<file path="src/rtl/gray_if.sv">
// Handshake bundle between the frame-buffer read stream, the controller and the
// downstream gray-pixel consumer.
//   start              controller request to convert one frame
//   in_valid/in_data   RGB byte stream (R,G,B per pixel) from the frame buffer
//   pause              stall request back to the frame buffer
//   out_valid/out_data gray pixel offered downstream
//   out_ready          downstream accepts out_data
//   busy/done          status to the controller
interface gray_if;
    logic       start;
    logic       in_valid;
    logic [7:0] in_data;
    logic       pause;
    logic       out_valid;
    logic [7:0] out_data;
    logic       out_ready;
    logic       busy;
    logic       done;

    // Side that drives the stream, the request and the downstream ready.
    modport master (
        output start, in_valid, in_data, out_ready,
        input  pause, out_valid, out_data, busy, done
    );

    // The converter itself.
    modport slave (
        input  start, in_valid, in_data, out_ready,
        output pause, out_valid, out_data, busy, done
    );
endinterface

</file>
<file path="src/rtl/gray_converter.sv">
// RGB-to-luminance converter on the read side of the RGB frame buffer.
// Pulls one frame of N*M pixels as an R,G,B byte stream, stalls the stream with
// pause while it cannot take a byte, and hands each gray pixel downstream with a
// valid/ready handshake. A one-cycle done pulse follows the last handoff.
//   clk    rising-edge clock
//   rst_n  synchronous active-low reset
//   bus    gray_if.slave: start, in_valid/in_data, pause, out_valid/out_data,
//          out_ready, busy, done
module gray_converter #(
    parameter int unsigned N  = 2,
    parameter int unsigned M  = 2,
    parameter int unsigned PW = $clog2(N*M+1)
) (
    input  logic  clk,
    input  logic  rst_n,
    gray_if.slave bus
);
    localparam int unsigned NPIX = N * M;

    typedef enum logic [2:0] {
        IDLE,
        GET_R,
        GET_G,
        GET_B,
        CALC,
        SEND,
        FIN
    } state_t;

    state_t        state;
    logic [PW-1:0] pix_cnt;
    logic [7:0]    r_q;
    logic [7:0]    g_q;
    logic [7:0]    b_q;
    logic          out_valid_q;
    logic [7:0]    out_data_q;
    logic          done_q;
    logic [15:0]   sum_c;

    // Fixed-point luminance weights (sum to 256); the max result 65280 fits 16 bits.
    assign sum_c = 16'd77  * 16'(r_q)
                 + 16'd150 * 16'(g_q)
                 + 16'd29  * 16'(b_q);

    // Sequencer: byte collection, conversion, handoff and completion pulse.
    always_ff @(posedge clk) begin
        if (!rst_n) begin
            state       <= IDLE;
            pix_cnt     <= '0;
            r_q         <= '0;
            g_q         <= '0;
            b_q         <= '0;
            out_valid_q <= 1'b0;
            out_data_q  <= '0;
            done_q      <= 1'b0;
        end else begin
            done_q <= 1'b0;
            case (state)
                IDLE: begin
                    if (bus.start) begin
                        pix_cnt <= '0;
                        state   <= GET_R;
                    end
                end
                GET_R: begin
                    if (bus.in_valid) begin
                        r_q   <= bus.in_data;
                        state <= GET_G;
                    end
                end
                GET_G: begin
                    if (bus.in_valid) begin
                        g_q   <= bus.in_data;
                        state <= GET_B;
                    end
                end
                GET_B: begin
                    if (bus.in_valid) begin
                        b_q   <= bus.in_data;
                        state <= CALC;
                    end
                end
                CALC: begin
                    // Keep the upper byte: divide by 256 with truncation.
                    out_data_q  <= 8'(sum_c >> 8);
                    out_valid_q <= 1'b1;
                    pix_cnt     <= pix_cnt + PW'(1);
                    state       <= SEND;
                end
                SEND: begin
                    if (bus.out_ready) begin
                        out_valid_q <= 1'b0;
                        if (pix_cnt == PW'(NPIX)) begin
                            // done rises on the same edge out_valid falls, so never overlaps.
                            done_q <= 1'b1;
                            state  <= FIN;
                        end else begin
                            state <= GET_R;
                        end
                    end
                end
                FIN: begin
                    state <= IDLE;
                end
                default: begin
                    state <= IDLE;
                end
            endcase
        end
    end

    // pause and busy are pure decodes of the state flops, no input feedthrough.
    assign bus.pause     = !(state inside {GET_R, GET_G, GET_B});
    assign bus.busy      = (state != IDLE);
    assign bus.out_valid = out_valid_q;
    assign bus.out_data  = out_data_q;
    assign bus.done      = done_q;
endmodule

</file>
<file path="src/flat_wrapper.sv">
// flat-port wrapper written by rule: the top's interface ports become plain ports
module gray_converter_flat 
#(
    parameter int unsigned N  = 2,
    parameter int unsigned M  = 2,
    parameter int unsigned PW = $clog2(N*M+1)
)
  (clk, rst_n, bus_start, bus_in_valid, bus_in_data, bus_out_ready, bus_pause, bus_out_valid, bus_out_data, bus_busy, bus_done);
  gray_if bus_i ();
  input  logic clk;
  input  logic rst_n;
  input wire logic [$bits(bus_i.start)-1:0] bus_start;
  input wire logic [$bits(bus_i.in_valid)-1:0] bus_in_valid;
  input wire logic [$bits(bus_i.in_data)-1:0] bus_in_data;
  input wire logic [$bits(bus_i.out_ready)-1:0] bus_out_ready;
  output wire logic [$bits(bus_i.pause)-1:0] bus_pause;
  output wire logic [$bits(bus_i.out_valid)-1:0] bus_out_valid;
  output wire logic [$bits(bus_i.out_data)-1:0] bus_out_data;
  output wire logic [$bits(bus_i.busy)-1:0] bus_busy;
  output wire logic [$bits(bus_i.done)-1:0] bus_done;
  assign bus_i.start = bus_start;
  assign bus_i.in_valid = bus_in_valid;
  assign bus_i.in_data = bus_in_data;
  assign bus_i.out_ready = bus_out_ready;
  assign bus_pause = bus_i.pause;
  assign bus_out_valid = bus_i.out_valid;
  assign bus_out_data = bus_i.out_data;
  assign bus_busy = bus_i.busy;
  assign bus_done = bus_i.done;
  gray_converter #(.N(N), .M(M), .PW(PW)) u_core (.clk(clk), .rst_n(rst_n), .bus(bus_i));
endmodule
</file>
<file path="config.mk">
export PLATFORM = sky130hd
export DESIGN_NAME = gray_converter_flat
export DESIGN_NICKNAME = d
export VERILOG_FILES = /design/src/rtl/gray_if.sv /design/src/rtl/gray_converter.sv /design/src/flat_wrapper.sv
export SDC_FILE = /design/constraint.sdc
export NUM_CORES = 1
export LEC_CHECK = 0
export BUFFER_PORTS_ARGS = -buffer_cell sky130_fd_sc_hd__buf_2
export CAP_MARGIN = 30
export CORE_ASPECT_RATIO = 0.7
export CORE_MARGIN = 10
export CORE_UTILIZATION = 55
export CTS_CLUSTER_DIAMETER = 100
export CTS_CLUSTER_SIZE = 20
export DETAILED_ROUTE_END_ITERATION = 10
export GPL_TIMING_DRIVEN = 0
export PLACE_DENSITY = 0.8
export SYNTH_ARGS = -nofsm -noshare
export SYNTH_HDL_FRONTEND = slang
export SYNTH_SLANG_ARGS = --single-unit
</file>
<file path="constraint.sdc">
create_clock -name clk -period 6 [get_ports clk]
set_clock_uncertainty 0.15 [all_clocks]
set_input_delay 0.3 -clock clk [delete_from_list [all_inputs] [get_ports clk]]
set_output_delay 0.3 -clock clk [all_outputs]
set_load 0.02 [all_outputs]
</file>
* Yosys cells after proc, flatten, opt, wreduce, memory -nomap -nowiden
Cells that the tools add are included.
** Word-level totals
- Logic and storage cells :: 50
- Flip-flop bits (word level) :: 40
- Output and inout port bits :: 12
** Operators by class
- Equality and inequality tests :: 11
- Add/sub/neg operators :: 3
- Reduce and logical (&&, ||, !) cells :: 13
- Multipliers :: 3
- Multiplexer cells :: 12
** Operator list (count)
- $mul A7 B8 Y15 const A :: 2
- $mux W3 :: 7
- $pmux W3 S6 :: 1
- $add A15 B16 Y16 :: 1
- $add A16 B13 Y16 :: 1
- $mul A5 B8 Y13 const A :: 1
- $ne A2 B2 Y1 const B :: 5
- $reduce_and A2 Y1 :: 5
- $eq A3 B3 Y1 const B :: 3
- $eq A3 B2 Y1 const B :: 2
- $pmux W3 S2 :: 1
- $reduce_bool A3 Y1 :: 2
- $reduce_and A5 Y1 :: 1
- $reduce_bool A2 Y1 :: 2
- $add A3 B1 Y3 const B :: 1
- $eq A3 B1 Y1 const B :: 1
- $logic_not A3 Y1 :: 1
- $reduce_and A3 Y1 :: 1
- $mux W1 :: 2
- $pmux W1 S2 :: 1
- $logic_not A1 Y1 :: 1

* Depth between registers and ports, before layout
- Depth in word-level cells :: 4
- Mapped depth :: 24
- Mapped depth without buffers :: 24

* Worst setup path after synthesis
Ideal clock, no wire load.
- Path kind :: register to register
- Start point :: register u_core.g_q[4]
- End point :: register u_core.out_data_q[3], in the netlist u_core.bus.out_data[3]
- Path buffers :: 0
- Arrival :: 5709 ps
- Setup time :: 118 ps
- Stages on the path, launching flop included :: 21
- Path slack :: 23 ps
- Cell sequence :: dfxtp_1 > ha_1 > ha_1 > inv_1 > fa_1 > inv_1 > fa_1 > ha_1 > xnor2_1 > fa_1 > fa_1 > fa_1 > inv_1 > fa_1 > ha_1 > a21oi_1 > nand2_1 > a221o_1 > a21oi_1 > xor2_1 > o21ai_1
** Between the ends
- Cells in the longest elaborated chain, start to end :: 3
** RTL lines
- from (decl) :: RTL line gray_converter.sv:33 : logic [7:0] g_q;
- from (signal assigned) :: RTL line gray_converter.sv:73 : g_q <= bus.in_data;
- $mul A7 B8 Y15 :: RTL line gray_converter.sv:42 : + 16'd150 * 16'(g_q)
- $add A15 B16 Y16 :: RTL line gray_converter.sv:42
- $add A16 B13 Y16 :: RTL line gray_converter.sv:43 : + 16'd29 * 16'(b_q);
- to (signal assigned) :: RTL line gray_converter.sv:85 : out_data_q <= 8'(sum_c >> 8);
- to (decl) :: RTL line gray_converter.sv:36 : logic [7:0] out_data_q;
Every way passes these cells.
A chain may end at the register's enable or synchronous reset.

* Final worst setup path
- Start point :: register u_core.g_q[0]
- End point :: register u_core.out_data_q[2], in the netlist u_core.bus.out_data[2]
Same word-level chain as after synthesis.

==> impl_metrics.csv <==
group,metric,value,unit
cts,cts_hold_buf,0,
power_and_ir_drop,max-vdd-ir-drop,0.138,mV
logic_synthesis,postSynthCellCount,495,
cts,clockRootBuffer,"clkbuf_16",
global_routing,grt_pass1_vias,3833,
floorplan,core-area,8410,um^2
worst_setup_path,crit_end,"u_core.bus.out_data[2]",
floorplan,die_w,131,um
routing,drc,0,
place,port_buffers,24,
worst_setup_path,path_cells,"ha_1 -> ha_1 -> ha_1 -> a21o_1 -> a21o_1 -> a21oi_4 -> o21bai_4 -> xnor2_2 -> fa_1 -> fa_1 -> fa_1 -> inv_2 -> fa_1 -> ha_4 -> a21oi_4 -> nand2_1 -> a221o_1 -> xnor2_1 -> o21ai_1 -> and2_1",
worst_setup_path,ff2ff_path_depth,20,
cts,clock_path_buffers,2,
global_routing,grt.total_usage,18.3,%
worst_setup_path,rrSetupSlack,-0.07,ns
worst_setup_path,endpoint_kind,"flop",
cells_and_area,drive_above_1_share,18.1,%
logic_synthesis,synth_largest_area_cell,"fa_1",
logic_synthesis,synthArstFlopShare,0,%
timing,worst_slack,-0.0674,ns
timing,max_freq,165,MHz
timing,fin_worst_hold_slack,0.127,ns
routing,first_pass_iters,4,
cts,htreeDepth,2,
logic_synthesis,ys_seq_area_share,17.0,%
cells_and_area,final_nets,693,
cts,insertion_delay,0.29,ns
place,routabilityCongestion,0.903,
power_and_ir_drop,leakagePower,0.00275,uW
worst_setup_path,timing.rr.start,"u_core.g_q[0]",
timing,hold_viol,0,
logic_synthesis,synth_flop_cell,"dfxtp_1",
global_routing,antenna_found_initial,0,
global_routing,grtUsageMet2,29.0,%
routing,drtIter0Drc,189,
logic_synthesis,synthTopCellsByArea,"fa_1 23%, ha_1 23%, dfxtp_1 17%, inv_1 7.4%, mux2i_1 3.0%",
floorplan,initial_utilization,56.1,%
outcome,status,"complete, but fails checks",
floorplan,fp.dieH,97.5,um
logic_synthesis,ys_types,47,
routing,antenna_left,0,
timing,setup_viol,4,
cells_and_area,syn2layout_area_growth,17.7,%
cells_and_area,nFillCells,650,
global_routing,grt.overflow.total,0,
hold_path,hold_path_depth,3,
logic_synthesis,synth_area,4720,um^2
routing,via_per_inst,5.67,
logic_synthesis,avgSynthCellArea,9.53,um^2
power_and_ir_drop,total_power,1190,uW
timing,final.period_utilization,101,%
cts,cts_tree,"yes",
logic_synthesis,synth_edf_count,0,
timing,fin_crit,6.07,ns
worst_setup_path,critPathMostFrequentCell,"fa_1",
global_routing,grt_first_pass_wirelength,18700,um
job,max_cap_violations,0,
floorplan,ios,25,
cts,numCtsBuffers,5,
worst_setup_path,reg2reg_to,"u_core.bus.out_data[2]",
logic_synthesis,yosys_warnings,0,
worst_setup_path,path_max_fanout,5,
timing,grt_setup_unrepaired,"true",
global_routing,grt_max_degree,15,
routing,routed_wl,11900,um
worst_setup_path,slowest_stage,"fa_1",
timing,worstMarginPinSlew,0.745,ns
place,dp_hpwl,8430,um
floorplan,num_rows,28,
timing,slew_violations,0,
global_routing,busiest_layer,"met2",
worst_setup_path,worstPathArrival,6.10,ns
hold_path,hp-class,"input pin to flop",
timing,slew_headroom,49.8,%
worst_setup_path,worst-setup-path-type,"flop to flop",
worst_setup_path,cp-startpoint,"u_core.g_q[0]",
logic_synthesis,synth_nets,649,
power_and_ir_drop,p_per_area,214,nW/um^2
global_routing,grt_use_met3,3.60,%
worst_setup_path,cp-start-kind,"flop",
routing,avgRoutedWirePerCell,18.5,um
logic_synthesis,yosys_register_bits,40,
cells_and_area,antennaDiodeCount,0,
floorplan,dieArea,12700,um^2
routing,via_count,3658,
worst_setup_path,slowest_delay,0.58,ns
logic_synthesis,synth_top_area_share,23.3,%
cts,cts_sinks,40,
outcome,violations,"setup timing",
cts,clkSlewWorstSetupHoldPaths,0.06,ns
worst_setup_path,crit_required,6.03,ns
place,dp_slack,-0.375,ns
global_routing,grtUsageMet1,24.6,%
==> worst max-delay path, delay by kind of cell, from the launching register on <==
kind | cells | cell delay, ns
AND/OR/NAND/NOR | 2 | 0.22
AO/OA/AOI/OAI | 7 | 1.34
buffers and inverters | 1 | 0.05
adder cells (fa/ha/maj) | 8 | 3.28
flip-flops | 1 | 0.53
XOR/XNOR | 2 | 0.38
==> worst min-delay path by stage <==
stage | slack [ns] | start | endpoint
floorplan | 0.29 | bus_in_data[0] | u_core.b_q[0]
global placement | 0.30 | u_core.bus.out_data[3] | u_core.bus.out_data[3]
detailed placement | 0.30 | u_core.bus.out_data[3] | u_core.bus.out_data[3]
CTS | 0.13 | bus_in_data[0] | u_core.b_q[0]
global route | 0.15 | bus_in_data[0] | u_core.b_q[0]
finish | 0.13 | bus_in_data[0] | u_core.b_q[0]
==> cell usage in the layout (no fill, tap or decap), types with 4 or more instances in the layout <==
master and instances:
clkbuf_1 5, nor3_1 4, nand2_1 35, nand3_1 12
nor2_1 9, inv_1 89, and2_1 6, ha_1 72
xor2_1 7, dfxtp_4 4, a21boi_0 12, a21o_1 5
a21oi_1 11, inv_2 4, o21ai_1 5, buf_2 27
buf_4 13, clkbuf_16 5, fa_1 55, o21ai_0 8
mux2i_1 14, a21oi_2 5, nor2b_1 22, ha_4 12
dfxtp_1 34, xnor2_1 4
==> state kept, by name, summed over array words and instances (netlist names) <==
| name | flops |
|---|---|
| u_core.r_q | 8 |
| u_core.bus.done | 1 |
| u_core.state | 3 |
| u_core.bus.out_valid | 1 |
| u_core.b_q | 8 |
| u_core.g_q | 8 |
| u_core.bus.out_data | 8 |
| u_core.pix_cnt | 3 |
==> synth_stat cells, drive strengths merged (3+ instances only) <==
cell,number
inv,93
ha,86
fa,55
dfxtp,40
nand2,35
nor2b,22
a21oi,19
nand3,15
mux2i,14
o21ai,14
a21boi,12
nor2,10
and2,7
xnor2,7
xor2,7
a21o,5
clkbuf,5
buf,4
nor3,4
a211oi,3
o21bai,3
==> metrics by stage <==
stage          cells  setup TNS, ns  cell area [um^2]  util, %
2_1_floorplan    495              0              4720        -
3_3_place_gp     624          -1.64              4970     59.1
3_5_place_dp     624          -1.88              4970     59.1
4_1_cts          636              0              5340     63.5
5_1_grt          645          -1.12              5550     66.0
6_report         645         -0.128              5550     66.0
==> per-layer routing <==
| layer | routed length, um | part of all wire, % | up-vias |
|---|---|---|---|
| met5 | 0 | 0 | - |
| li1 | - | - | 1729 |
| met4 | 280 | 2.4 | 0 |
| met2 | 5570 | 47 | 118 |
| met1 | 5180 | 43 | 1783 |
| met3 | 880 | 7.4 | 28 |
==> power breakdown <==
part	internal (uW)	switching (uW)	leakage [uW]	total [uW]
registers	280	28.2	0.000328	308
clock network	198	122	0.0000804	319
logic	242	320	0.00234	562
==> what timing repair did <==
item	in CTS	in global routing
buffers inserted	4	9
endpoints found under the setup margin	7	8
pin swaps	19	29
resized for setup	32	24
==> cells by family after synthesis <==
family / count (synthesis) / synth area share, %
adders and majority gates: 141 / 46.2
buffers and inverters: 102 / 8.28
muxes: 14 / 2.97
xor gates and xnor gates: 14 / 2.60
AOI/OAI and AO/OA: 77 / 11.1
and+or+nand+nor: 107 / 11.9
DFF: 40 / 17.0
==> area by class of cell <==
| cell class | instances | area (um^2) | area share (%) |
|---|---|---|---|
| Multi-Input combinational cell | 353 | 3810 | 68.6 |
| Timing Repair Buffer | 37 | 230 | 4.15 |
| Tap cell | 105 | 131 | 2.37 |
| Buffer | 9 | 41.3 | 0.744 |
| Sequential cell | 40 | 818 | 14.7 |
| Clock inverter | 3 | 46.3 | 0.834 |
| Clock buffer | 5 | 125 | 2.25 |
| Inverter | 93 | 349 | 6.29 |
No activity file was read; power rests on OpenSTA's default activity.
